`src/rtl/gpi_ctrl_pkg.sv`:
```
// Shared types and constants for the GPI pad controller.
// Latency: n/a (declarations only).
// Backpressure: n/a.
package gpi_ctrl_pkg;

    // Receiver sequencing: pad off, IE asserted and settling, sampling live.
    typedef enum logic [1:0] {
        OFF    = 2'd0,
        SETTLE = 2'd1,
        ACTIVE = 2'd2
    } state_e;

    localparam logic [1:0] IRQ_MODE_OFF  = 2'b00;
    localparam logic [1:0] IRQ_MODE_RISE = 2'b01;
    localparam logic [1:0] IRQ_MODE_FALL = 2'b10;
    localparam logic [1:0] IRQ_MODE_BOTH = 2'b11;

    // True when a debounced edge pulse is enabled by the interrupt mode.
    function automatic logic edge_irq_en(input logic [1:0] mode,
                                         input logic       rise,
                                         input logic       fall);
        logic hit;
        hit = 1'b0;
        if (mode != IRQ_MODE_OFF) begin
            hit = (rise && (mode == IRQ_MODE_RISE || mode == IRQ_MODE_BOTH)) ||
                  (fall && (mode == IRQ_MODE_FALL || mode == IRQ_MODE_BOTH));
        end
        return hit;
    endfunction

endpackage

```
`src/rtl/gpi_pad_ctrl_if.sv`:
```
// Signal bundle between the GPIO register block / pad ring and gpi_pad_ctrl.
// Latency: n/a (wires only).
// Backpressure: none; every signal is a level or single-cycle pulse.
// Ports: EN_I, STE_CFG_I, DEB_CNT_I, IRQ_MODE_I, IRQ_ACK_I, PAD_DI_I into the
//        controller; PAD_IE_O, PAD_STE_O, VALID_O, LEVEL_O, RISE_O, FALL_O,
//        IRQ_O, MISMATCH_O out of it. slave = controller view, master = driver view.
interface gpi_pad_ctrl_if #(
    parameter int DEB_W = 8
);
    logic             EN_I;
    logic [1:0]       STE_CFG_I;
    logic [DEB_W-1:0] DEB_CNT_I;
    logic [1:0]       IRQ_MODE_I;
    logic             IRQ_ACK_I;
    logic [1:0]       PAD_DI_I;
    logic             PAD_IE_O;
    logic [1:0]       PAD_STE_O;
    logic             VALID_O;
    logic             LEVEL_O;
    logic             RISE_O;
    logic             FALL_O;
    logic             IRQ_O;
    logic             MISMATCH_O;

    modport slave (
        input  EN_I, STE_CFG_I, DEB_CNT_I, IRQ_MODE_I, IRQ_ACK_I, PAD_DI_I,
        output PAD_IE_O, PAD_STE_O, VALID_O, LEVEL_O, RISE_O, FALL_O,
               IRQ_O, MISMATCH_O
    );

    modport master (
        output EN_I, STE_CFG_I, DEB_CNT_I, IRQ_MODE_I, IRQ_ACK_I, PAD_DI_I,
        input  PAD_IE_O, PAD_STE_O, VALID_O, LEVEL_O, RISE_O, FALL_O,
               IRQ_O, MISMATCH_O
    );
endinterface

```
`src/rtl/gpi_sync2.sv`:
```
// Two-flop synchroniser for one asynchronous pad rail.
// Latency: 2 clk_i edges from d_i to q_o.
// Backpressure: none; samples every cycle.
// Ports: clk_i, rst_ni (async active-low), d_i (async in), q_o (synchronised out).
module gpi_sync2 #(
    parameter logic RST_VAL = 1'b0
) (
    input  logic clk_i,
    input  logic rst_ni,
    input  logic d_i,
    output logic q_o
);
    logic meta_q, meta_d;
    logic sync_q, sync_d;

    always_comb begin
        meta_d = d_i;
        sync_d = meta_q;
    end

    always_ff @(posedge clk_i or negedge rst_ni) begin
        if (!rst_ni) begin
            meta_q <= RST_VAL;
            sync_q <= RST_VAL;
        end else begin
            meta_q <= meta_d;
            sync_q <= sync_d;
        end
    end

    assign q_o = sync_q;
endmodule

```
`src/rtl/gpi_pad_ctrl.sv`:
```
// Core-side controller for one GPI pull-up pad: IE sequencing, sync, debounce, edges, IRQ.
// Latency: pad change -> LEVEL_O in 3+DEB_CNT_I cycles; edge -> IRQ_O one cycle later.
// Backpressure: none; pad is sampled every cycle, IRQ_O holds until acknowledged.
// Ports: CLK_I, RSTN_I (async active-low) plain; everything else via pad_if (slave).
module gpi_pad_ctrl
    import gpi_ctrl_pkg::*;
#(
    parameter int SETTLE_CYC = 16,
    parameter int DEB_W      = 8
) (
    input logic           CLK_I,
    input logic           RSTN_I,
    gpi_pad_ctrl_if.slave pad_if
);
    localparam int TMR_W = (SETTLE_CYC > 1) ? $clog2(SETTLE_CYC) : 1;
    localparam logic [TMR_W-1:0] TMR_LAST = TMR_W'(SETTLE_CYC - 1);

    state_e           state_q, state_d;
    logic [TMR_W-1:0] tmr_q, tmr_d;
    logic [DEB_W-1:0] cnt_q, cnt_d;
    logic [1:0]       ste_q, ste_d;
    logic             level_q, level_d;
    logic             rise_q, rise_d;
    logic             fall_q, fall_d;
    logic             irq_q, irq_d;
    logic             diff_q, diff_d;
    logic             mism_q, mism_d;
    logic             s0, s1;

    // Both rails reset to 1 so the pull-up idle level never looks like an edge.
    gpi_sync2 #(.RST_VAL(1'b1)) u_sync_r0 (
        .clk_i (CLK_I),
        .rst_ni(RSTN_I),
        .d_i   (pad_if.PAD_DI_I[0]),
        .q_o   (s0)
    );

    gpi_sync2 #(.RST_VAL(1'b1)) u_sync_r1 (
        .clk_i (CLK_I),
        .rst_ni(RSTN_I),
        .d_i   (pad_if.PAD_DI_I[1]),
        .q_o   (s1)
    );

    always_comb begin
        state_d = state_q;
        tmr_d   = tmr_q;
        cnt_d   = cnt_q;
        ste_d   = ste_q;
        level_d = level_q;
        rise_d  = 1'b0;
        fall_d  = 1'b0;
        diff_d  = diff_q;
        mism_d  = mism_q;
        // A new set beats a coincident ack; mode 00 only masks new sets.
        irq_d   = edge_irq_en(pad_if.IRQ_MODE_I, rise_q, fall_q) ||
                  (irq_q && !pad_if.IRQ_ACK_I);

        unique case (state_q)
            OFF: begin
                tmr_d  = '0;
                cnt_d  = '0;
                diff_d = 1'b0;
                mism_d = 1'b0;
                if (pad_if.EN_I) begin
                    state_d = SETTLE;
                    ste_d   = pad_if.STE_CFG_I;
                end
            end
            SETTLE: begin
                if (!pad_if.EN_I) begin
                    state_d = OFF;
                end else if (tmr_q == TMR_LAST) begin
                    // First valid sample seeds LEVEL_O directly, without an edge.
                    state_d = ACTIVE;
                    level_d = s0;
                    cnt_d   = '0;
                    diff_d  = 1'b0;
                end else begin
                    tmr_d = tmr_q + 1'b1;
                end
            end
            ACTIVE: begin
                if (!pad_if.EN_I) begin
                    state_d = OFF;
                    cnt_d   = '0;
                    diff_d  = 1'b0;
                    mism_d  = 1'b0;
                end else begin
                    if (s0 != level_q) begin
                        // Compare the pre-increment count so a glitch needs
                        // DEB_CNT_I+1 consecutive samples to get through.
                        if (cnt_q >= pad_if.DEB_CNT_I) begin
                            level_d = s0;
                            cnt_d   = '0;
                            rise_d  = s0;
                            fall_d  = !s0;
                        end else if (cnt_q != '1) begin
                            cnt_d = cnt_q + 1'b1;
                        end
                    end else begin
                        cnt_d = '0;
                    end
                    // Rails must disagree on two consecutive samples to flag.
                    diff_d = s0 ^ s1;
                    if (diff_q && (s0 ^ s1)) begin
                        mism_d = 1'b1;
                    end
                end
            end
            default: state_d = OFF;
        endcase
    end

    always_ff @(posedge CLK_I or negedge RSTN_I) begin
        if (!RSTN_I) begin
            state_q <= OFF;
            tmr_q   <= '0;
            cnt_q   <= '0;
            ste_q   <= 2'b00;
            level_q <= 1'b1;
            rise_q  <= 1'b0;
            fall_q  <= 1'b0;
            irq_q   <= 1'b0;
            diff_q  <= 1'b0;
            mism_q  <= 1'b0;
        end else begin
            state_q <= state_d;
            tmr_q   <= tmr_d;
            cnt_q   <= cnt_d;
            ste_q   <= ste_d;
            level_q <= level_d;
            rise_q  <= rise_d;
            fall_q  <= fall_d;
            irq_q   <= irq_d;
            diff_q  <= diff_d;
            mism_q  <= mism_d;
        end
    end

    // Decoded from the state flop so reset drops IE without waiting for a clock.
    assign pad_if.PAD_IE_O   = (state_q != OFF);
    assign pad_if.VALID_O    = (state_q == ACTIVE);
    assign pad_if.PAD_STE_O  = ste_q;
    assign pad_if.LEVEL_O    = level_q;
    assign pad_if.RISE_O     = rise_q;
    assign pad_if.FALL_O     = fall_q;
    assign pad_if.IRQ_O      = irq_q;
    assign pad_if.MISMATCH_O = mism_q;
endmodule

```
`src/flat_wrapper.sv`:
```
// flat-port wrapper written by rule: the top's interface ports become plain ports
module gpi_pad_ctrl_flat import gpi_ctrl_pkg::*;
#(
    parameter int SETTLE_CYC = 16,
    parameter int DEB_W      = 8
)
  (CLK_I, RSTN_I, pad_if_EN_I, pad_if_STE_CFG_I, pad_if_DEB_CNT_I, pad_if_IRQ_MODE_I, pad_if_IRQ_ACK_I, pad_if_PAD_DI_I, pad_if_PAD_IE_O, pad_if_PAD_STE_O, pad_if_VALID_O, pad_if_LEVEL_O, pad_if_RISE_O, pad_if_FALL_O, pad_if_IRQ_O, pad_if_MISMATCH_O);
  gpi_pad_ctrl_if #(.DEB_W(DEB_W)) pad_if_i ();
  input logic CLK_I;
  input logic RSTN_I;
  input wire logic [$bits(pad_if_i.EN_I)-1:0] pad_if_EN_I;
  input wire logic [$bits(pad_if_i.STE_CFG_I)-1:0] pad_if_STE_CFG_I;
  input wire logic [$bits(pad_if_i.DEB_CNT_I)-1:0] pad_if_DEB_CNT_I;
  input wire logic [$bits(pad_if_i.IRQ_MODE_I)-1:0] pad_if_IRQ_MODE_I;
  input wire logic [$bits(pad_if_i.IRQ_ACK_I)-1:0] pad_if_IRQ_ACK_I;
  input wire logic [$bits(pad_if_i.PAD_DI_I)-1:0] pad_if_PAD_DI_I;
  output wire logic [$bits(pad_if_i.PAD_IE_O)-1:0] pad_if_PAD_IE_O;
  output wire logic [$bits(pad_if_i.PAD_STE_O)-1:0] pad_if_PAD_STE_O;
  output wire logic [$bits(pad_if_i.VALID_O)-1:0] pad_if_VALID_O;
  output wire logic [$bits(pad_if_i.LEVEL_O)-1:0] pad_if_LEVEL_O;
  output wire logic [$bits(pad_if_i.RISE_O)-1:0] pad_if_RISE_O;
  output wire logic [$bits(pad_if_i.FALL_O)-1:0] pad_if_FALL_O;
  output wire logic [$bits(pad_if_i.IRQ_O)-1:0] pad_if_IRQ_O;
  output wire logic [$bits(pad_if_i.MISMATCH_O)-1:0] pad_if_MISMATCH_O;
  assign pad_if_i.EN_I = pad_if_EN_I;
  assign pad_if_i.STE_CFG_I = pad_if_STE_CFG_I;
  assign pad_if_i.DEB_CNT_I = pad_if_DEB_CNT_I;
  assign pad_if_i.IRQ_MODE_I = pad_if_IRQ_MODE_I;
  assign pad_if_i.IRQ_ACK_I = pad_if_IRQ_ACK_I;
  assign pad_if_i.PAD_DI_I = pad_if_PAD_DI_I;
  assign pad_if_PAD_IE_O = pad_if_i.PAD_IE_O;
  assign pad_if_PAD_STE_O = pad_if_i.PAD_STE_O;
  assign pad_if_VALID_O = pad_if_i.VALID_O;
  assign pad_if_LEVEL_O = pad_if_i.LEVEL_O;
  assign pad_if_RISE_O = pad_if_i.RISE_O;
  assign pad_if_FALL_O = pad_if_i.FALL_O;
  assign pad_if_IRQ_O = pad_if_i.IRQ_O;
  assign pad_if_MISMATCH_O = pad_if_i.MISMATCH_O;
  gpi_pad_ctrl #(.SETTLE_CYC(SETTLE_CYC), .DEB_W(DEB_W)) u_core (.CLK_I(CLK_I), .RSTN_I(RSTN_I), .pad_if(pad_if_i));
endmodule
```
`config.mk`:
```
export PLATFORM = sky130hd
export DESIGN_NAME = gpi_pad_ctrl_flat
export DESIGN_NICKNAME = d
export VERILOG_FILES = /design/src/rtl/gpi_ctrl_pkg.sv /design/src/rtl/gpi_pad_ctrl_if.sv /design/src/rtl/gpi_sync2.sv /design/src/rtl/gpi_pad_ctrl.sv /design/src/flat_wrapper.sv
export SDC_FILE = /design/constraint.sdc
export NUM_CORES = 1
export LEC_CHECK = 0
export CORE_ASPECT_RATIO = 1.2
export CORE_UTILIZATION = 30
export DETAILED_ROUTE_END_ITERATION = 10
export GPL_ROUTABILITY_DRIVEN = 0
export HOLD_SLACK_MARGIN = 0.06
export PLACE_DENSITY = 0.53
export REMOVE_ABC_BUFFERS = 1
export SYNTH_ARGS = -nofsm -noshare
export SYNTH_HDL_FRONTEND = slang
export SYNTH_SLANG_ARGS = --single-unit
```
`constraint.sdc`:
```
create_clock -name CLK_I -period 2.4 [get_ports CLK_I]
set_clock_uncertainty 0.05 [all_clocks]
set_input_delay 0.48 -clock CLK_I [delete_from_list [all_inputs] [get_ports CLK_I]]
set_output_delay 0.48 -clock CLK_I [all_outputs]
set_load 0.005 [all_outputs]
```
; ---- Yosys cells after proc, flatten, opt, wreduce, memory -nomap -nowiden
; Index checks and enable logic that the tools add are counted.
[op_classes]
n_eq_ne = 19
multipliers = 0
div_mod_pow = 0
shift = 0
n_reduce_logical = 24
order_cmp = 1
addsub = 2
bitwise_logic = 1
muxes = 37
[op_table]
columns = op, count
row1 = 8-bit 2-to-1 mux, 6
row2 = 8-bit case mux with 3 select lines, 1
row3 = 1-bit 2-to-1 mux, 19
row4 = 2-bit inequality test (second input constant), 5
row5 = 2-bit nonzero test, 5
row6 = 3-bit AND reduction, 3
row7 = 8-bit by 1-bit adder with 8-bit output (second input constant), 1
row8 = 8-bit >= comparator, 1
row9 = 2-bit 2-to-1 mux, 4
row10 = 4-bit 2-to-1 mux, 2
row11 = 8-bit inequality test (second input constant), 1
row12 = 4-bit case mux with 2 select lines, 1
row13 = 2-bit == test (second input constant), 3
row14 = 2-bit by 1-bit inequality test with 1-bit output (second input constant), 3
row15 = 3-bit by 2-bit inequality test with 1-bit output (second input constant), 2
row16 = 2-bit case mux with 3 select lines, 1
row17 = 6-bit AND reduction, 1
row18 = 5-bit inequality test (second input constant), 1
row19 = 4-bit by 1-bit adder with 4-bit output (second input constant), 1
row20 = 2-bit by 1-bit == test with 1-bit output (second input constant), 2
row21 = 4-bit == test (second input constant), 1
row22 = 1-bit logical AND, 4
row23 = 1-bit logical OR, 4
row24 = 1-bit case mux with 2 select lines, 2
row25 = 8 further kinds, 10
[word_totals]
inputBits = 18
word_cells = 98
ff_bits = 26
mem_bits_ro = 0
n_memories = 0
mem_bits_rw = 0
latch_bits = 0

; ---- Depth between registers and ports, before layout
[depth]
ltp_word = 6
ltp_mapped = 8

; ---- Cells and area by module
; From an unflattened synthesis, not the netlist that was laid out.
[unflattened]
hier_cells = 147
hier_area_um2 = 1510.2
[by_module_without_submodules]
columns = mod, cells_per_inst, area_per_inst_um2, instances
row1 = gpi_pad_ctrl, 143, 1405.1, 1
row2 = gpi_sync2, 2, 52.6, 2

; ---- Worst setup path before layout
; Ideal clock, no wire load.
[synth_path]
path_kind = input -> register
start = input pad_if_DEB_CNT_I[0]
end = register u_core.cnt_q[3]
setup_ps = 101
cell_stages = 7
slack_ps = 479
arrival_ps = 1770
path_buffers = 1
path_cell_list = ha_1 > nand2b_4 > a2111oi_4 > o31a_2 > buf_6 > nand3_4 > o311ai_2
[synth_via]
elab_chain_cells = 5
elab_cells_between_ends = 7
[synth_rtl]
columns = item, line
row1 = from (decl), flat_wrapper.sv:13  ; input wire logic [$bits(pad_if_i.DEB_CNT_I)-1:0] pad_if_DEB_CNT_I;
row2 = 8-bit >= comparator (*), gpi_pad_ctrl.sv:93  ; if (cnt_q >= pad_if.DEB_CNT_I) begin
row3 = 8-bit 2-to-1 mux, gpi_pad_ctrl.sv:93
row4 = 8-bit 2-to-1 mux, gpi_pad_ctrl.sv:90  ; if (s0 != level_q) begin
row5 = 8-bit 2-to-1 mux, gpi_pad_ctrl.sv:84  ; if (!pad_if.EN_I) begin
row6 = 8-bit case mux with 3 select lines, gpi_pad_ctrl.sv:59  ; unique case (state_q)
row7 = to (signal assigned), gpi_pad_ctrl.sv:130  ; cnt_q <= cnt_d;
row8 = to (decl), gpi_pad_ctrl.sv:20  ; logic [DEB_W-1:0] cnt_q, cnt_d;
; Every way passes the cells marked *; elsewhere a longest branch is shown, timed or not.
; A chain may end at the register's enable or synchronous reset.

; ---- Worst setup path in the final report
; Ends and elaborated chain as after synthesis.

==> metrics.cfg <==
[timing]
relSlewSlack=0.778
final-hold-violation-count=0
hold_slack_ns=0.310
fin_ws_ns=0.247
fmax_mhz=464
period_needed_ns=2.15
fin_tns_setup_ns=0
timing.final.crit_share=0.897
setup_viol=0
worstMarginPinSlew_ns=0.333
rsz0062_at_grt=false
slew_viol_final=0

[floorplan]
die_x_um=66.4
die_y_um=79.2
dieArea_um2=5260
initial_core_util=0.318
core_um2=4700
num_rows=27
ioPinCount=27

[drt]
wl_per_cell_um=13.7
postRouteWirelength_um=3250
ant_nets=0
via_per_inst=5.15
firstDrtPassIters=4
drt-initial-drc-count=28
vias=1221
drc=0

[hold_path]
min_path_type=flip-flop to flip-flop

[yosys]
syn-cell-area_um2=1490
synth-seq-cells=26
synth_edf_count=0
synth_cell_types=45
synth_top_cell_by_area=dfrtp_1
synth_top_flop_cell=dfrtp_1
yosysSeqAreaShare=0.440
yosysMostFrequentCell=dfrtp_1
yosysWarnings=0
synthCells=147
ys_top_cells_by_area=dfrtp_1, dfstp_2, ha_1
async_flop_share=1.00
synth_top_area_share=0.352
yosys-top-cells-count=dfrtp_1, inv_1, nor2_1
syn_avg_cell_area_um2=10.1

[cells_and_area]
drive_above_1_share=0.173
syn_to_final_growth_pct=27.0
antenna_cells=0
stdcell_area_um2=1890
final_util=0.403
num-nets-final=208
fill_cells=459

[power_and_ir_drop]
max-vdd-ir-drop_mv=0.300
p_leak_nw=0.830
p_per_area_nw_per_um2=444

[clock_tree]
cts_hold_buf=0
cts_sinks=26
ctsHtreeMaxLevel=1
cts_setup_buffers=0
cts_buffers=3
clk_pin_slew_ns=0.09
cts_tree=yes
clockBufferDepth=2
root_buffer=clkbuf_8
cts_resized=0
clock_latency_ns=0.27

[worst_setup_path]
regToRegSetupSlack_ns=0.41
critical-path-max-stage-delay_ns=0.41
crit_arrival_ns=2.28
end_kind=flip-flop
critPathKind=input port to flip-flop
crit_path_max_fanout=5
required_ns=2.52
cp-start-kind=input port
cp_cell_sequence=clkdlybuf4s50_1, ha_1, nand2b_4, a2111oi_4, o31a_2, buf_4, o2111ai_1, o311ai_2
crit_path_top_delay_cell=clkdlybuf4s50_1

[global_routing]
grt_max_degree=27
grt_util_all_layers=0.131
grt_pass1_wl_um=5340
grt_pass1_vias=1291
grt_overflow=0
antenna_found_initial=0

[run_status]
status=completed

[place]
post-dp-hpwl_um=2480
dp_slack_ns=-0.0598
placedInstanceArea_um2=1840
port_buffers=26

[flow_run]
drv_cap=0

-- area by class of cell --
type | instances | area (um^2) | area share
sequential | 26 | 657 | 0.347
multi-input combinational | 101 | 737 | 0.389
inverter | 14 | 52.6 | 0.0277
clock buffer | 4 | 55.1 | 0.0291
timing repair buffer | 34 | 320 | 0.169
tap | 58 | 72.6 | 0.0383
-- logic make-up (layout without fill, tap and decap cells) --
group | after synthesis | after routing | synth area share
AOI/OAI and AO/OA | 37 | 37 | 0.185
xor gates and xnor gates | 2 | 2 | 0.0117
adders and majority gates | 10 | 10 | 0.0839
buffers and inverters | 20 | 52 | 0.0654
DFF | 26 | 26 | 0.440
muxes | 5 | 5 | 0.0361
and+or+nand+nor | 47 | 47 | 0.178
-- metrics by stage --
stage                     std cells  power [W]
after floorplan                 141   0.000505
after global placement          233   0.000564
after detailed placement        233   0.000568
after CTS                       237   0.000858
after global routing            237   0.000876
final                           237   0.000841
-- routing by layer --
layer,vias to the layer above,part of all wire,GRT usage
met4,0,0.011,0.0638
met2,34,0.54,0.241
li1,594,-,-
met5,-,0,0
met3,4,0.042,0.0187
met1,589,0.41,0.142
-- worst max-delay path, delay by kind of cell --
family                     cells  cell delay [ns]
AOI/OAI and AO/OA              4             0.80
adders and majority gates      1             0.29
buffers and inverters          2             0.56
and+or+nand+nor                1             0.15
-- power by group --
group / internal, W / total [W] / leakage (nW) / switching [W]
Sequential: 0.000453 / 0.000463 / 0.338 / 0.0000101
Clock: 0.000147 / 0.000284 / 0.0288 / 0.000137
Combinational: 0.0000561 / 0.0000946 / 0.464 / 0.0000385
-- path summary, 6_finish.rpt --
path | cells after the start | start | end
setup / recovery | 8 | pad_if_DEB_CNT_I[0] | u_core.cnt_q[3]$_DFFE_PN0P_
setup reg to reg | 8 | u_core.cnt_q[0]$_DFFE_PN0P_ | u_core.cnt_q[3]$_DFFE_PN0P_
max in group asynchronous | 2 | RSTN_I | u_core.pad_if.LEVEL_O$_DFFE_PN1P_
hold reg to reg | 0 | u_core.u_sync_r1.meta_q$_DFF_PN1_ | u_core.u_sync_r1.q_o$_DFF_PN1_
min in group asynchronous | 2 | RSTN_I | u_core.pad_if.PAD_STE_O[1]$_DFFE_PN0P_
hold / removal | 0 | u_core.u_sync_r1.meta_q$_DFF_PN1_ | u_core.u_sync_r1.q_o$_DFF_PN1_
-- registers in the layout, summed over array words and instances (netlist names) --
name                      flops
u_core.pad_if.PAD_STE_O       2
u_core.state_q                2
u_core.u_sync_r1.meta_q       1
u_core.pad_if.FALL_O          1
u_core.u_sync_r0.q_o          1
u_core.pad_if.RISE_O          1
u_core.diff_q                 1
u_core.pad_if.IRQ_O           1
u_core.u_sync_r1.q_o          1
u_core.u_sync_r0.meta_q       1
u_core.tmr_q                  4
u_core.cnt_q                  8
u_core.pad_if.MISMATCH_O      1
u_core.pad_if.LEVEL_O         1
-- layout by cell type (no fill, tap or decap), drive strengths merged, types with 2 or more instances in the layout --
| cell | count |
|---|---|
| o21ai | 4 |
| nand3 | 10 |
| ha | 10 |
| inv | 14 |
| clkbuf | 4 |
| nor2b | 2 |
| dfrtp | 21 |
| and3 | 3 |
| xor2 | 2 |
| mux2i | 2 |
| o21a | 2 |
| dfstp | 5 |
| nand4 | 3 |
| clkdlybuf4s50 | 26 |
| nor2 | 14 |
| buf | 8 |
| a31oi | 5 |
| a21oi | 12 |
| nand2 | 8 |
| o311ai | 2 |
| mux2 | 3 |
| a22oi | 2 |
| nand2b | 2 |
No activity file was read; power rests on OpenSTA's default activity.
